--- config.mk ---
export PLATFORM = sky130hd
export DESIGN_NAME = muldiv_unit
export DESIGN_NICKNAME = d
export VERILOG_FILES = /design/src/rtl/muldiv_unit_pkg.sv /design/src/rtl/muldiv_unit.sv
export SDC_FILE = /design/constraint.sdc
export NUM_CORES = 1
export LEC_CHECK = 0
export CELL_PAD_IN_SITES_DETAIL_PLACEMENT = 1
export CELL_PAD_IN_SITES_GLOBAL_PLACEMENT = 1
export CORE_MARGIN = 8
export CORE_UTILIZATION = 43
export DETAILED_ROUTE_END_ITERATION = 6
export PLACE_DENSITY = 0.9
export RECOVER_POWER = 50
export SLEW_MARGIN = 30
export SYNTH_ARGS = -nofsm -noshare
export SYNTH_HDL_FRONTEND = slang
export SYNTH_SLANG_ARGS = --single-unit
--- constraint.sdc ---
create_clock -name iCLK -period 7 [get_ports iCLK]
set_clock_uncertainty 0.2 [all_clocks]
set_input_delay 1.4 -clock iCLK [delete_from_list [all_inputs] [get_ports iCLK]]
set_output_delay 1.4 -clock iCLK [all_outputs]
set_load 0.05 [all_outputs]
--- src/rtl/muldiv_unit_pkg.sv ---
// Shared ALU control codes used by ALUControl, the ALU and the multiply/divide unit.
package muldiv_unit_pkg;

    localparam logic [4:0] OPAND   = 5'd0;
    localparam logic [4:0] OPOR    = 5'd1;
    localparam logic [4:0] OPADD   = 5'd2;
    localparam logic [4:0] OPSUB   = 5'd6;
    localparam logic [4:0] OPSLT   = 5'd7;
    localparam logic [4:0] OPMULT  = 5'd16;
    localparam logic [4:0] OPMULTU = 5'd17;
    localparam logic [4:0] OPDIV   = 5'd18;
    localparam logic [4:0] OPDIVU  = 5'd19;
    localparam logic [4:0] OPMTHI  = 5'd20;
    localparam logic [4:0] OPMTLO  = 5'd21;

    // Signed variants need operand magnitudes and a sign fix-up at the end.
    function automatic logic is_signed_op(input logic [4:0] code);
        return (code == OPMULT) || (code == OPDIV);
    endfunction

endpackage

--- src/rtl/muldiv_unit.sv ---
// Iterative multiply/divide unit with architectural HI/LO registers.
// One 64-bit working register and one 33-bit adder serve both the
// shift-add multiply and the restoring divide; results commit in FIX.
module muldiv_unit
    import muldiv_unit_pkg::*;
#(
    parameter int DATA_W = 32
) (
    input  logic              iCLK,
    input  logic              iRST,
    input  logic              iStart,
    input  logic [4:0]        iControlSignal,
    input  logic [DATA_W-1:0] iA,
    input  logic [DATA_W-1:0] iB,
    output logic [DATA_W-1:0] oHI,
    output logic [DATA_W-1:0] oLO,
    output logic              oBusy,
    output logic              oDone
);

    localparam int W = DATA_W;

    typedef enum logic [2:0] {IDLE, MUL, DIV, FIX, DONE} state_t;

    state_t          state_reg, state_next;
    logic [4:0]      cnt_reg;
    logic [2*W-1:0]  w_reg;
    logic [W-1:0]    b_reg;
    logic            neg_q_reg, neg_r_reg, div0_reg, mul_reg;
    logic [W-1:0]    hi_reg, lo_reg;

    logic            sgn_start;
    logic [W-1:0]    mag_a, mag_b;
    logic            is_div;
    logic [W:0]      rem_sh, add_a, add_b, add_sum;
    logic [2*W-1:0]  w_next;
    logic [2*W-1:0]  prod_fix;
    logic [W-1:0]    fix_hi, fix_lo;

    // State register.
    always_ff @(posedge iCLK or posedge iRST) begin
        if (iRST) state_reg <= IDLE;
        else      state_reg <= state_next;
    end

    // Next-state decode and status outputs.
    always_comb begin
        state_next = state_reg;
        oBusy      = 1'b0;
        oDone      = 1'b0;
        case (state_reg)
            IDLE, DONE: begin
                oDone      = (state_reg == DONE);
                state_next = IDLE;
                if (iStart) begin
                    if (iControlSignal == OPMULT || iControlSignal == OPMULTU)
                        state_next = MUL;
                    else if (iControlSignal == OPDIV || iControlSignal == OPDIVU)
                        state_next = DIV;
                end
            end
            MUL, DIV: begin
                oBusy = 1'b1;
                if (cnt_reg == 5'd31) state_next = FIX;
            end
            FIX: begin
                oBusy      = 1'b1;
                state_next = DONE;
            end
            default: state_next = IDLE;
        endcase
    end

    // Operand magnitudes taken at the start edge.
    always_comb begin
        sgn_start = is_signed_op(iControlSignal);
        mag_a     = (sgn_start && iA[W-1]) ? -iA : iA;
        mag_b     = (sgn_start && iB[W-1]) ? -iB : iB;
    end

    // Shared adder: add multiplicand for MUL, subtract divisor for DIV.
    always_comb begin
        is_div  = (state_reg == DIV);
        rem_sh  = w_reg[2*W-1:W-1];
        add_a   = is_div ? rem_sh : {1'b0, w_reg[2*W-1:W]};
        add_b   = is_div ? ~{1'b0, b_reg} : (w_reg[0] ? {1'b0, b_reg} : '0);
        add_sum = add_a + add_b + {{W{1'b0}}, is_div};
        if (is_div) begin
            // Negative difference means the divisor did not fit: restore.
            if (add_sum[W]) w_next = {rem_sh[W-1:0], w_reg[W-2:0], 1'b0};
            else            w_next = {add_sum[W-1:0], w_reg[W-2:0], 1'b1};
        end else begin
            w_next = {add_sum, w_reg[W-1:1]};
        end
    end

    // Sign correction applied to the final working value.
    always_comb begin
        prod_fix = neg_q_reg ? -w_reg : w_reg;
        if (mul_reg) begin
            fix_hi = prod_fix[2*W-1:W];
            fix_lo = prod_fix[W-1:0];
        end else begin
            fix_hi = neg_r_reg ? -w_reg[2*W-1:W] : w_reg[2*W-1:W];
            if (div0_reg)       fix_lo = '1;
            else if (neg_q_reg) fix_lo = -w_reg[W-1:0];
            else                fix_lo = w_reg[W-1:0];
        end
    end

    // Working registers, iteration counter and architectural HI/LO.
    always_ff @(posedge iCLK or posedge iRST) begin
        if (iRST) begin
            cnt_reg   <= '0;
            w_reg     <= '0;
            b_reg     <= '0;
            neg_q_reg <= 1'b0;
            neg_r_reg <= 1'b0;
            div0_reg  <= 1'b0;
            mul_reg   <= 1'b0;
            hi_reg    <= '0;
            lo_reg    <= '0;
        end else begin
            case (state_reg)
                IDLE, DONE: begin
                    if (iStart) begin
                        case (iControlSignal)
                            OPMULT, OPMULTU: begin
                                w_reg     <= {{W{1'b0}}, mag_b};
                                b_reg     <= mag_a;
                                neg_q_reg <= sgn_start & (iA[W-1] ^ iB[W-1]);
                                neg_r_reg <= sgn_start & iA[W-1];
                                div0_reg  <= 1'b0;
                                mul_reg   <= 1'b1;
                                cnt_reg   <= '0;
                            end
                            OPDIV, OPDIVU: begin
                                w_reg     <= {{W{1'b0}}, mag_a};
                                b_reg     <= mag_b;
                                neg_q_reg <= sgn_start & (iA[W-1] ^ iB[W-1]);
                                neg_r_reg <= sgn_start & iA[W-1];
                                div0_reg  <= (iB == '0);
                                mul_reg   <= 1'b0;
                                cnt_reg   <= '0;
                            end
                            OPMTHI:  hi_reg <= iA;
                            OPMTLO:  lo_reg <= iA;
                            default: ;
                        endcase
                    end
                end
                MUL, DIV: begin
                    w_reg   <= w_next;
                    cnt_reg <= cnt_reg + 5'd1;
                end
                FIX: begin
                    hi_reg <= fix_hi;
                    lo_reg <= fix_lo;
                end
                default: ;
            endcase
        end
    end

    assign oHI = hi_reg;
    assign oLO = lo_reg;

endmodule

; ---- Word-level counts from Yosys, hierarchy flattened
; Cells that the tools add are included.
[totals]
mem_bits_rw = 0
mem_count = 0
romBits = 0
output_inout_bits = 66
latch_bits = 0
input_bits = 72
elab_cells = 96
reg_bits = 172
[op_classes]
shift = 0
order_cmp = 0
mul = 0
eq_ne = 17
div_mod_pow = 0
n_mux = 35
add_sub_neg = 8
n_reduce_logical = 22
bitwise_logic = 4
[ops]
columns = operator, n
row1 = $mux W32, 12
row2 = $mux W64, 4
row3 = $pmux W64 S2, 2
row4 = $pmux W32 S2, 3
row5 = $neg A32 Y32, 4
row6 = $mux W33, 2
row7 = $neg A64 Y64, 1
row8 = $eq A5 B5 Y1 const B, 7
row9 = $add A33 B1 Y33, 1
row10 = $add A33 B33 Y33, 1
row11 = $not A32 Y33, 1
row12 = $logic_not A32 Y1, 1
row13 = $reduce_and A3 Y1, 6
row14 = $mux W5, 2
row15 = $pmux W5 S2, 1
row16 = $pmux W3 S3, 1
row17 = $ne A2 B2 Y1 const B, 4
row18 = $reduce_or A2 Y1, 4
row19 = $eq A3 B2 Y1 const B, 2
row20 = $mux W2, 3
row21 = $reduce_bool A2 Y1, 3
row22 = $add A5 B1 Y5 const B, 1
row23 = $pmux W1 S2, 2
row24 = $reduce_or A4 Y1, 1
row25 = other kinds (12), 17

; ---- Longest topological paths before layout
[logic_depth]
ltp_word = 7
ltp_mapped = 22
mapped_depth_nobuf = 17

; ---- Worst setup path after synthesis
; No wires, ideal clock.
[synth_timing]
path_kind = reg2reg
start = register state_reg[1]
end = register w_reg[35]
required_ps = 6666
n_path_buf = 6
stages_incl_launch_ff = 21
path_slack_ps = 1638
setup_time_ps = 134
arrival_ps = 5028
synth_period_minus_slack_ps = 5362
cell_sequence = dfrtp_1 > clkbuf_1 > nor2b_1 > nor2b_1 > clkbuf_1 > inv_1 > clkbuf_1 > clkbuf_1 > buf_1 > fa_1 > fa_1 > nor2b_1 > o31a_1 > a21oi_1 > o41ai_1 > a21oi_1 > o21ai_2 > xor2_2 > buf_2 > mux2i_1 > o21ai_0
[synth_via]
elab_chain_len = 7
elab_cells_between_ends = 17
classes_between = 2 x add/sub / 5 x eq/ne / 5 x mux / 5 x reduce/logical
[synth_rtl]
columns = element, line
row1 = from (decl), muldiv_unit.sv:25  ; state_t state_reg, state_next;
row2 = from (signal assigned), muldiv_unit.sv:43  ; else state_reg <= state_next;
row3 = $eq A3 B2 Y1, "muldiv_unit.sv:83, muldiv_unit.sv:124"
row4 = "$mux W33, on equally long branches", "muldiv_unit.sv:85, muldiv_unit.sv:86"
row5 = $add A33 B33 Y33, muldiv_unit.sv:87  ; add_sum = add_a + add_b + {{W{1'b0}}, is_div};
row6 = $add A33 B1 Y33, muldiv_unit.sv:87
row7 = $mux W64, muldiv_unit.sv:90  ; if (add_sum[W]) w_next = {rem_sh[W-1:0], w_reg[W-2:0], 1'b0};
row8 = $mux W64, muldiv_unit.sv:88  ; if (is_div) begin
row9 = $pmux W64 S2, muldiv_unit.sv:124  ; case (state_reg)
row10 = to (signal assigned), muldiv_unit.sv:129  ; w_reg <= {{W{1'b0}}, mag_b};
row11 = to (signal assigned), muldiv_unit.sv:138  ; w_reg <= {{W{1'b0}}, mag_a};
row12 = to (signal assigned), muldiv_unit.sv:153  ; w_reg <= w_next;
row13 = to (decl), muldiv_unit.sv:27  ; logic [2*W-1:0] w_reg;
; Parallel ways exist; a longest one is shown, timed or not.
; A chain may end at the register's enable or synchronous reset.

; ---- Worst setup path after layout
[layout_timing]
start = register state_reg[1]
end = register w_reg[42]
; The elaborated chain is that of the path after synthesis.

==> out/metrics.yaml <==
cellLeakagePower_nw: 6.540
remaining_drc_errors: 4
antenna_left: 0
synthesis.yosys.warnings: 0
asyncSetResetFlopFracSynth_pct: 100.0
die_footprint_sq_mm: 0.03782
drive_gt1_share_pct: 4.191
crit_path_frequent_cell: "sky130_fd_sc_hd__buf_4"
yosysUniqueCellTypes: 69
switching_power_mw: 4.396
whs_ps: 288.0
timing.slew.headroom_pct: -146.6
total_routed_wirelength_um: 58320
timing.critical_path.to_type: "flop"
final.period_utilization_pct: 87.12
finished_layout_cells: 2312
setup_total_negative_slack_ps: 0
worst_r2r_path_depth: 20
cts_made_buffers: 17
clock_input_transition_at_the_sequential_cells_of_the_worst_setup_and_hold_paths_ps: 70
vias: 14940
cts_hold_buffers: 0
synth_seq_cells: 172
grt.total_usage_pct: 29.94
power.density_mw_per_mm2: 510.9
core_area_sq_mm: 0.03147
crit_start: "state_reg[1]"
tritoncts: "done"
reg2reg_from: "state_reg[1]"
report.final.hold_viol_count: 0
globalRoute.totalOverflow: 0
internal_pwr_total_mw: 3.672
initial_utilization_pct: 43.51
seq_area_sq_mm: 0.004304
syn_nets: 1977
dr.pass1.iters: 7
first_iter_violations: 1631
clockPowerShare_pct: 12.0
r2r_end: "w_reg[42]"
post_synth_most_frequent_cells: "376 x sky130_fd_sc_hd__nand2_1, 236 x sky130_fd_sc_hd__o21ai_0, 189 x sky130_fd_sc_hd__a21oi_1, 172 x sky130_fd_sc_hd__dfrtp_1, 131 x sky130_fd_sc_hd__nor2_1"
grt_antenna_before_repair: 0
gp_routability_congestion: 0.9297
rsz0062_at_grt: "false"
netlist_area_sq_mm: 0.01370
syn_avg_cell_area_sq_um: 7.344
grt_pass1_vias: 15040
grt_max_degree: 88
timing.critical_path.required_ps: 7090
tritoncts_sinks: 172
worst-endpoint-arrival_ps: 6190
ctsRootBufferMaster: "sky130_fd_sc_hd__clkbuf_16"
ff2ff_setup_slack_ps: 900
vias_per_cell: 6.463
die_height_um: 194.5
die_width_um: 194.5
power.share.combinational_pct: 60.7
drv_slew: 232
dp_cells: 2279
worst_hold_start: "oLO[9]"
setup_violators_final: 0
post_synth_main_area_contributors: "sky130_fd_sc_hd__dfrtp_1 31%, sky130_fd_sc_hd__nand2_1 10%, sky130_fd_sc_hd__o21ai_0 8.6%"
synth_sequential_area_ratio_pct: 31.43
routed_wire_length_per_instance_um: 25.23
netlist_instances: 1865
boundaryPins: 138
fp-row-count: 65
critical_path.slowest_cell: "sky130_fd_sc_hd__xor2_2"
worst_pin_slew_ps: 3678
share_of_total_power_in_sequential_cells_pct: 27.3
n_fill_cell: 3912
multi_input_area_sq_mm: 0.008750
crit_end: "w_reg[42]"
yosys.cell_count.top_type: "sky130_fd_sc_hd__nand2_1"
worstSetupStartpointType: "flop"
number_of_flops_mapped_to_enable_cells_by_yosys: 0
max_freq_mhz: 164.0
first_pass_grt_wire_length_um: 89980
final.min_clock_period_ps: 6099
worstHoldPathType: "flop to flop"
swShare_pct: 54.48
timing_worst_setup_path_type: "flop to flop"
max_cap_viol_count: 4
irDropWorstVdd_mv: 0.2491
critical_path.max_fanout: 35
yosysTopAreaCell: "sky130_fd_sc_hd__dfrtp_1"
timing.critical_path.slowest_cell_delay_ps: 520
status: "finished, violations left"
port_buffers: 137
synth_flop_cell: "sky130_fd_sc_hd__dfrtp_1"
synth_top_cell_area_share_pct: 31.43
cts_resized: 0
worstSkewPairLatency_ps: 470
layout.nets: 2008
h-tree-depth: 4
cell_chain_of_the_critical_path: "nor2b_1 > nor2b_4 > buf_4 > nor2_2 > buf_4 > nand2_1 > o21ai_0 > inv_1 > fa_1 > fa_1 > nor2b_1 > o31a_1 > a21oi_1 > o41ai_1 > a21oi_1 > o21ai_2 > xor2_2 > buf_4 > mux2i_1 > o21ai_0"
clock_tree.buffer_depth: 2
utilization_pct: 50.17
largest_register_ffs: 64
violations: "design-rule violations, max-capacitance violations, max-slew violations"
flow.area_growth_from_synthesis_pct: 15.30
cts_post_setup_buffers_inserted: 0
detailedPlacementHpwl_um: 42600
## cells in the final DEF, fill, tap and decap left out, types with 7 or more instances in the layout
cell / instances
sky130_fd_sc_hd__nor3_1: 28
sky130_fd_sc_hd__a31oi_1: 10
sky130_fd_sc_hd__nor2_1: 128
sky130_fd_sc_hd__clkdlybuf4s50_1: 104
sky130_fd_sc_hd__o41ai_1: 12
sky130_fd_sc_hd__o21ai_0: 236
sky130_fd_sc_hd__inv_1: 37
sky130_fd_sc_hd__o21ai_1: 9
sky130_fd_sc_hd__buf_4: 18
sky130_fd_sc_hd__a21oi_1: 189
sky130_fd_sc_hd__dfrtp_1: 172
sky130_fd_sc_hd__o31ai_1: 15
sky130_fd_sc_hd__nor4_1: 14
sky130_fd_sc_hd__and3_1: 7
sky130_fd_sc_hd__a221o_1: 15
sky130_fd_sc_hd__xor2_1: 54
sky130_fd_sc_hd__and2_1: 9
sky130_fd_sc_hd__o22ai_1: 31
sky130_fd_sc_hd__or4_1: 9
sky130_fd_sc_hd__ha_1: 38
sky130_fd_sc_hd__nor2b_1: 12
sky130_fd_sc_hd__a21o_1: 17
sky130_fd_sc_hd__nand4_1: 11
sky130_fd_sc_hd__xnor2_1: 101
sky130_fd_sc_hd__nand2_1: 375
sky130_fd_sc_hd__nand2b_1: 15
sky130_fd_sc_hd__mux2i_1: 27
sky130_fd_sc_hd__dlygate4sd3_1: 33
sky130_fd_sc_hd__or3_1: 14
sky130_fd_sc_hd__a22oi_1: 20
sky130_fd_sc_hd__clkbuf_16: 17
sky130_fd_sc_hd__nand3_1: 21
## how the worst min path moves through the flow
stage / end / slack (ps) / depth (start not counted)
finish: oLO[9] / 290 / 2
global placement: oHI[5] / 260 / 2
CTS: oLO[16] / 290 / 2
global route: oLO[16] / 310 / 2
floorplan: b_reg[18] / 260 / 2
detailed placement: oLO[2] / 270 / 2
## power groups by stage
| stage | clock network (mW) | registers, mW | logic, mW |
|---|---|---|---|
| 2_1_floorplan | 0 | 2.37 | 2.93 |
| 3_3_place_gp | 0 | 2.13 | 4.62 |
| 3_5_place_dp | 0 | 2.17 | 4.79 |
| 4_1_cts | 0.968 | 2.16 | 4.85 |
| 5_1_grt | 1.00 | 2.24 | 5.27 |
| 6_report | 0.970 | 2.20 | 4.90 |
## through the flow
step                power, mW  worst slack, ps  cell area [sq um]
finish                  8.068            901.4              15790
global route            8.507            476.7              15790
CTS                     7.983            980.7              15780
detailed placement      6.963             1043              15220
global placement        6.750             1437              15200
floorplan               5.299            739.9              13700
## area by class of cell
cell class / count / area share [%]
multi-input combinational: 1508 / 55.41
sequential: 172 / 27.26
timing repair buffer: 157 / 9.595
tap: 402 / 3.185
clock buffer: 18 / 2.718
inverter: 40 / 0.9666
clock inverter: 14 / 0.8557
antenna: 1 / 0.01585
## cells by family (layout without fill, tap and decap cells)
| family | count (synthesis) | in the layout | synth area share, % |
|---|---|---|---|
| and+or+nand+nor | 669 | 669 | 21.19 |
| xor gates and xnor gates | 156 | 156 | 10.03 |
| AOI/OAI and AO/OA | 614 | 614 | 26.29 |
| adders and majority gates | 40 | 40 | 3.764 |
| muxes | 29 | 29 | 2.138 |
| buffers and inverters | 185 | 229 | 5.162 |
| other | 0 | 1 | 0 |
| DFF | 172 | 172 | 31.43 |
## layer usage
layer	up-vias	GRT usage (%)	part of all wire, %
met5	-	0	0
met4	0	12.62	4.3
met3	150	6.996	9.7
met2	817	46.10	44
met1	7379	39.82	42
li1	6596	-	-
## worst max-delay path: cells and delay by family, from the launching register on
kind                       cells  cell delay (ps)
AOI/OAI and AO/OA              7             1790
buffers and inverters          4             1070
adders and majority gates      2              840
and+or+nand+nor                5              780
xor gates and xnor gates       1              520
DFF                            1              480
muxes                          1              240
Note: power is estimated with default switching activity, not from simulation.
